==> config.mk <==
export PLATFORM = sky130hd
export DESIGN_NAME = instrn_prefix_decoder
export DESIGN_NICKNAME = d
export VERILOG_FILES = /design/src/rtl/instrn_prefix_decoder_pkg.sv /design/src/rtl/instrn_prefix_decoder_sign_extender.sv /design/src/rtl/instrn_prefix_decoder.sv
export SDC_FILE = /design/constraint.sdc
export NUM_CORES = 1
export LEC_CHECK = 0
export CAP_MARGIN = 25
export CORE_MARGIN = 2
export CORE_UTILIZATION = 47
export CTS_BUF_LIST = sky130_fd_sc_hd__clkbuf_4 sky130_fd_sc_hd__clkbuf_8
export DETAILED_ROUTE_END_ITERATION = 8
export GPL_TIMING_DRIVEN = 0
export PLACE_DENSITY_LB_ADDON = 0.3
export SLEW_MARGIN = 10
export SYNTH_ARGS = -nofsm -noshare
export SYNTH_HDL_FRONTEND = slang
export SYNTH_SLANG_ARGS = --single-unit
==> constraint.sdc <==
create_clock -name clk -period 2.8 [get_ports clk]
set_input_delay 0.56 -clock clk [delete_from_list [all_inputs] [get_ports clk]]
set_output_delay 0.56 -clock clk [all_outputs]
set_load 0.01 [all_outputs]
==> src/rtl/instrn_prefix_decoder_pkg.sv <==
// Shared CPU decode types: opcode encoding, raw instruction layout and the
// default-width decoded instruction record.
package instrn_prefix_decoder_pkg;

    localparam int NIBBLE_WIDTH    = 4;
    localparam int CPU_WORD_WIDTH  = 8;
    localparam int CPU_COUNT_WIDTH = $clog2(CPU_WORD_WIDTH / NIBBLE_WIDTH + 1);

    typedef enum logic [3:0] {
        LDAM = 4'h0,
        LDBM = 4'h1,
        STAM = 4'h2,
        LDAC = 4'h3,
        LDBC = 4'h4,
        LDAP = 4'h5,
        LDAI = 4'h6,
        LDBI = 4'h7,
        STAI = 4'h8,
        BR   = 4'h9,
        BRZ  = 4'hA,
        BRN  = 4'hB,
        BRB  = 4'hC,
        ADD  = 4'hD,
        SUB  = 4'hE,
        PFIX = 4'hF
    } opcode_t;

    typedef struct packed {
        opcode_t                 opcode;
        logic [NIBBLE_WIDTH-1:0] operand;
    } instruction_t;

    typedef struct packed {
        opcode_t                    opcode;
        logic [CPU_WORD_WIDTH-1:0]  operand;
        logic [CPU_COUNT_WIDTH-1:0] count;
        logic                       overflow;
    } decoded_instrn_t;

endpackage

==> src/rtl/instrn_prefix_decoder_sign_extender.sv <==
// Sign-extends a value from the top bit of its lowest i_nibbles nibbles.
// Nibble counts of zero or the full width pass the value through unchanged.
module operand_sign_extender
    import instrn_prefix_decoder_pkg::*;
#(
    parameter int WIDTH = 8,
    parameter int NIB_W = 2
) (
    input  logic [WIDTH-1:0] i_value,
    input  logic [NIB_W-1:0] i_nibbles,
    output logic [WIDTH-1:0] o_value
);

    always_comb begin
        o_value = i_value;
        for (int n = 1; n < WIDTH / NIBBLE_WIDTH; n++) begin
            if (i_nibbles == NIB_W'(n)) begin
                for (int b = NIBBLE_WIDTH * n; b < WIDTH; b++) begin
                    o_value[b] = i_value[NIBBLE_WIDTH*n-1];
                end
            end
        end
    end

endmodule

==> src/rtl/instrn_prefix_decoder.sv <==
// Prefix-folding instruction decoder: PFIX nibbles accumulate into a wide
// operand that is emitted, one cycle later, with the next non-PFIX opcode.
module instrn_prefix_decoder
    import instrn_prefix_decoder_pkg::*;
#(
    parameter int WORD_WIDTH  = 8,
    parameter int SIGN_EXTEND = 0,
    parameter int MAX_PREFIX  = WORD_WIDTH / NIBBLE_WIDTH - 1
) (
    input  logic                              clk,
    input  logic                              rst,
    input  logic                              instrn_valid,
    output logic                              instrn_ready,
    input  logic [7:0]                        instrn,
    input  logic                              flush,
    output logic                              decoded_valid,
    input  logic                              decoded_ready,
    output logic [3:0]                        decoded_opcode,
    output logic [WORD_WIDTH-1:0]             decoded_operand,
    output logic [$clog2(MAX_PREFIX+2)-1:0]   decoded_prefix_count,
    output logic                              decoded_overflow
);

    localparam int CNT_W = $clog2(MAX_PREFIX + 2);
    localparam logic [CNT_W-1:0] CNT_LIMIT = CNT_W'(MAX_PREFIX);
    localparam logic [CNT_W-1:0] CNT_SAT   = CNT_W'(MAX_PREFIX + 1);

    typedef struct packed {
        opcode_t               opcode;
        logic [WORD_WIDTH-1:0] operand;
        logic [CNT_W-1:0]      count;
        logic                  overflow;
    } decoded_t;

    logic [WORD_WIDTH-1:0] r_oreg;
    logic [CNT_W-1:0]      r_count;
    logic                  r_ovf;
    logic                  r_valid;
    decoded_t              r_out;

    instruction_t          w_instrn;
    logic                  w_accept;
    logic                  w_is_pfix;
    logic [WORD_WIDTH-1:0] w_value;
    logic [WORD_WIDTH-1:0] w_extended;
    logic [WORD_WIDTH-1:0] w_operand;
    logic                  w_ext_en;

    assign w_instrn     = instruction_t'(instrn);
    assign instrn_ready = !r_valid || decoded_ready;
    assign w_accept     = instrn_valid && instrn_ready;
    assign w_is_pfix    = (w_instrn.opcode == PFIX);
    assign w_value      = r_oreg | WORD_WIDTH'(w_instrn.operand);

    // Extension only applies while every accumulated nibble is still intact
    // and the operand does not already fill the word.
    assign w_ext_en = !r_ovf && (r_count < CNT_LIMIT);

    generate
        if (SIGN_EXTEND != 0) begin : g_sext
            operand_sign_extender #(
                .WIDTH (WORD_WIDTH),
                .NIB_W (CNT_W)
            ) u_sext (
                .i_value   (w_value),
                .i_nibbles (r_count + CNT_W'(1)),
                .o_value   (w_extended)
            );
            assign w_operand = w_ext_en ? w_extended : w_value;
        end else begin : g_no_sext
            assign w_extended = w_value;
            assign w_operand  = w_value;
        end
    endgenerate

    always_ff @(posedge clk) begin
        if (rst) begin
            r_oreg  <= '0;
            r_count <= '0;
            r_ovf   <= 1'b0;
            r_valid <= 1'b0;
            r_out   <= '0;
        end else if (flush) begin
            r_oreg  <= '0;
            r_count <= '0;
            r_ovf   <= 1'b0;
            r_valid <= 1'b0;
        end else if (w_accept && w_is_pfix) begin
            r_oreg <= w_value << NIBBLE_WIDTH;
            if (r_count == CNT_LIMIT) begin
                r_ovf <= 1'b1;
            end
            if (r_count != CNT_SAT) begin
                r_count <= r_count + CNT_W'(1);
            end
            if (decoded_ready) begin
                r_valid <= 1'b0;
            end
        end else if (w_accept) begin
            r_out.opcode   <= w_instrn.opcode;
            r_out.operand  <= w_operand;
            r_out.count    <= r_count;
            r_out.overflow <= r_ovf;
            r_valid        <= 1'b1;
            r_oreg         <= '0;
            r_count        <= '0;
            r_ovf          <= 1'b0;
        end else if (decoded_ready) begin
            r_valid <= 1'b0;
        end
    end

    assign decoded_valid        = r_valid;
    assign decoded_opcode       = r_out.opcode;
    assign decoded_operand      = r_out.operand;
    assign decoded_prefix_count = r_out.count;
    assign decoded_overflow     = r_out.overflow;

endmodule

Word level (Yosys, flattened, before mapping)

Index checks and enable logic that the tools add are counted.

Muxes and demuxes: 11
Add/sub/neg operators: 1
Bitwise logic cells: 3
Reductions and logical operators: 9
Equal/unequal tests: 5

Operators by type and width:

| kind                                                   | number |
|---|---|
| two-way mux 8 bit                                      | 2 |
| bitwise OR 8 x 4 -> 8 bit                              | 1 |
| two-way mux 1 bit                                      | 6 |
| two-way mux 2 bit                                      | 3 |
| == test 4 bit (second input constant)                  | 1 |
| inequality test 2 x 1 -> 1 bit (second input constant) | 2 |
| AND reduction 2 bit                                    | 2 |
| AND reduction 3 bit                                    | 1 |
| adder 2 x 1 -> 2 bit (second input constant)           | 1 |
| == test 2 x 1 -> 1 bit (second input constant)         | 1 |
| logical AND 1 bit                                      | 2 |
| inequality test 2 bit (second input constant)          | 1 |
| inverter 1 bit                                         | 2 |
| nonzero test 2 bit                                     | 1 |
| OR reduction 2 bit                                     | 1 |
| zero test 1 bit                                        | 1 |
| logical OR 1 bit                                       | 1 |

Logic and storage cells: 37
Bits in registers: 23
Output and inout bits: 17

Depth between registers and ports, before layout

Word-level depth: 6
Gate-level depth with buffers: 5
Depth with buffers taken out: 5

Least setup slack after synthesis

Ideal clock, no wire load.

Path kind: input to register
Start: input port instrn[6]
End: register r_out (netlist bit decoded_opcode[1])
Stages: 5
Arrival time: 1.666 ns
Path buffers: 2
Path slack: 1.062 ns
Setup time: 0.072 ns
Cells stage by stage: and4_4 buf_6 nor4b_4 buf_6 mux2i_1

Word-level cells in the longest chain between the ends: 4

RTL lines:

| element                       | RTL line                    | RTL |
|---|---|---|
| from (decl)                   | instrn_prefix_decoder.sv:14 | `input logic [7:0] instrn,` |
| == test 4 bit                 | instrn_prefix_decoder.sv:52 | `assign w_is_pfix = (w_instrn.opcode == PFIX);` |
| logical AND 1 bit             | instrn_prefix_decoder.sv:88 | `end else if (w_accept && w_is_pfix) begin` |
| inverter 1 bit (no line)      | n/a                         |  |
| AND reduction 3 bit (no line) | n/a                         |  |
| to (decl)                     | instrn_prefix_decoder.sv:39 | `decoded_t r_out;` |

Every way passes these cells.
A chain may end at the register's enable or synchronous reset.

Final worst setup path

Start: input port decoded_ready
End: output port instrn_ready

Word-level cells in the longest chain between the ends: 1

RTL lines:

| element          | RTL line                    | RTL |
|---|---|---|
| from (decl)      | instrn_prefix_decoder.sv:17 | `input logic decoded_ready,` |
| logical OR 1 bit | instrn_prefix_decoder.sv:50 | `assign instrn_ready = !r_valid \|\| decoded_ready;` |
| to (decl)        | instrn_prefix_decoder.sv:13 | `output logic instrn_ready,` |

Every way passes these cells.

==> results.toml <==
[setup_path]
cpMostUsedCell = "clkdlybuf4s50_1"
cpPeakStageDelay_ns = 0.51
end_kind = "primary output"
worst_path_max_delay_cell = "clkdlybuf4s50_1"
worst_r2r_path_depth = 4
worst-path-stages = 4
cp_cell_sequence = "clkdlybuf4s50_1 > nor2b_1 > inv_2 > clkdlybuf4s50_1"
path_class = "in2out"
cp_max_fo = 7
cp.required_ns = 2.24
arrival_ns = 1.91
start_kind = "input pin"
cpLargestDelayFamily = "buffers and inverters"
critPathBufInv = 3

[global_route]
grt_max_degree = 14
antenna_found_initial = 0
grt_use_total = 0.194
grt_pass1_wl_um = 3870
grt_overflow_total = 0
grt_pass1_vias = 896

[layout]
antennaDiodeCount = 0
n_fill_cell = 180
stdcell_count = 174
final_nets = 162
area_growth_pct = 32.7
drive_gt1_frac = 0.0685

[synth]
syn_inst = 113
syn_area_sq_um = 1080
synth.distinct_cells = 25
synth_nets = 128
synth_top_cell_by_area = "dfxtp_1"
yosysSeqAreaShare = 0.427
synth_area_leaders = "dfxtp_1 (43%), nand2b_1 (17%), mux2i_1 (14%)"
ys_warn_count = 0
ys_seq_elements = 23
avgSynthCellArea_sq_um = 9.54
synth.top_cell.area_share = 0.427

[placed_design]
dp_hpwl_um = 1730
gp_congestion = 0.854
dp.cells = 170
numPortBuffers = 29

[timing]
setup_viol = 0
max_clock_freq_mhz = 405
tns_ns = 0
layout_min_cycle_time_ns = 2.47
worst_pin_slew_ns = 0.591
fin_crit_sh = 0.882
hold_viol_final = 0
grt_setup_unrepaired = "false"
finClkSkew_ns = 0.00121
relSlewSlack = 0.605
final-max-slew-violation-count = 0
hold-worst-slack_ns = 0.480

[clock_network]
cts_tree = "done"
cts.sink_count = 23
cts_resized = 0
cts_hold_buf = 0
cts-root-buf = "clkbuf_4"
cts_buffers = 3
clkTransAtPathRegs_ns = 0.12
clock_latency_ns = 0.30
postCtsSetupBuffers = 0
cts.path.max_buffers = 2
cts_max_level = 1

[floorplan]
die_w_um = 51.9
ios = 30
core-area_sq_um = 2190
placementRows = 17
start_util = 0.492
die_h_um = 51.9
die-area_sq_um = 2690

[outcome]
status = "complete, no violations"

[power]
p_comb_frac = 0.153
p_per_area_nw_per_um2 = 402
intPower_w = 0.000437
seq_power_share = 0.586
p_clk_frac = 0.261
p_switching_w = 0.000139
swShare = 0.241
peakVddDrop_mv = 0.329
finalPower_w = 0.000576
p_leak_nw = 0.486

[drt]
vias = 892
dr.first_iter.drc_count = 10
post_drt_wl_per_cell_um = 13.0
drc = 0
postRouteAntennaNets = 0
dr.pass1.iters = 4
routed_wl_um = 2270
via_per_inst = 5.13

[min_path]
min-delay-path-class = "reg2reg"
min_path_cells = 2

[run]
maxCapViolations = 0
-- synthesized netlist by cell type --
library cell   n
or2_2          1
nor4_1         1
buf_6          2
nand4_1        4
a21oi_1        1
nor4b_4        1
a211oi_1       1
mux2i_1       15
nand2b_1      29
ha_1           2
o22ai_1        4
nor2_1         3
o211ai_1       1
a31oi_1        2
and4_4         1
dfxtp_1       23
a21o_1         1
inv_2          1
nand2_1        9
nand3_1        2
nor2b_1        1
and2_1         1
or2b_1         1
clkbuf_1       4
inv_1          2
-- registers in the layout, indices dropped and copies added (netlist names) --
register,count
r_ovf,1
decoded_overflow,1
r_count,2
decoded_valid,1
decoded_operand,8
r_oreg,4
decoded_prefix_count,2
decoded_opcode,4
-- stage by stage --
step	setup WS [ns]	utilization	instance area [sq um]
3_5_place_dp	0.346	0.641	1400
2_1_floorplan	1.06	-	1080
4_1_cts	0.337	0.653	1430
6_report	0.331	0.653	1430
5_1_grt	0.294	0.653	1430
3_3_place_gp	0.364	0.641	1400
-- cell families (layout without fill, tap and decap cells) --
kind of cell,count (synthesis),in the layout,share of synthesized area
adder cells (fa/ha/maj),2,2,0.0232
AND/OR/NAND/NOR,54,54,0.305
flip-flops,23,23,0.427
multiplexers,15,15,0.139
AO/OA/AOI/OAI,10,10,0.0603
buffers and inverters,9,42,0.0452
-- final timing paths --
| check | startpoint | slack [ns] | end |
|---|---|---|---|
| worst min-delay path | decoded_opcode[1] | 0.48 | decoded_opcode[1] |
| worst max register to register | decoded_valid | 1.19 | decoded_prefix_count[0] |
| worst max-delay path | decoded_ready | 0.33 | instrn_ready |
| worst min register to register | decoded_opcode[1] | 0.48 | decoded_opcode[1] |
-- worst register-to-register path, delay by kind of cell (launching register included) --
family | cells | cell delay, ns
flip-flops | 1 | 0.33
AND/OR/NAND/NOR | 2 | 0.75
multiplexers | 1 | 0.21
buffers and inverters | 1 | 0.26
-- cell type report --
class	count	area (sq um)	share of cell area
sequential	23	460	0.322
clock inverter	1	5.00	0.00350
clock buffer	3	22.5	0.0157
inverter	3	11.3	0.00787
timing repair buffer	29	290	0.203
buffer	6	37.5	0.0262
multi-input combinational	81	569	0.398
tap	28	35.0	0.0245
-- placed cells by master (no fill, tap or decap) --
cell / count
clkinv_2: 1
nand2b_1: 29
clkdlybuf4s50_1: 29
and4_4: 1
mux2i_1: 15
and2_1: 1
o22ai_1: 4
or2b_1: 1
or2_2: 1
nand3_1: 2
nand2_1: 9
a31oi_1: 2
inv_2: 1
ha_1: 2
o211ai_1: 1
a211oi_1: 1
a21oi_1: 1
dfxtp_1: 23
nor2b_1: 1
nor2_1: 3
nor4b_4: 1
buf_6: 2
clkbuf_1: 4
inv_1: 2
nand4_1: 4
nor4_1: 1
clkbuf_4: 3
a21o_1: 1
-- metal layers --
layer,share of wire,wire (um),GRT usage
met1,0.45,1030,0.236
met2,0.49,1110,0.331
met3,0.052,118,0.0402
met4,0.0053,12,0.0746
met5,0,0,0
-- power by group through the flow --
stage | logic, W | registers [W] | clock network (W)
3_5_place_dp | 0.0000880 | 0.000345 | 0
5_1_grt | 0.0000950 | 0.000339 | 0.000166
4_1_cts | 0.0000886 | 0.000338 | 0.000158
6_report | 0.0000881 | 0.000338 | 0.000150
2_1_floorplan | 0.0000402 | 0.000348 | 0
3_3_place_gp | 0.0000865 | 0.000345 | 0
(Power assumes the default switching activity.)
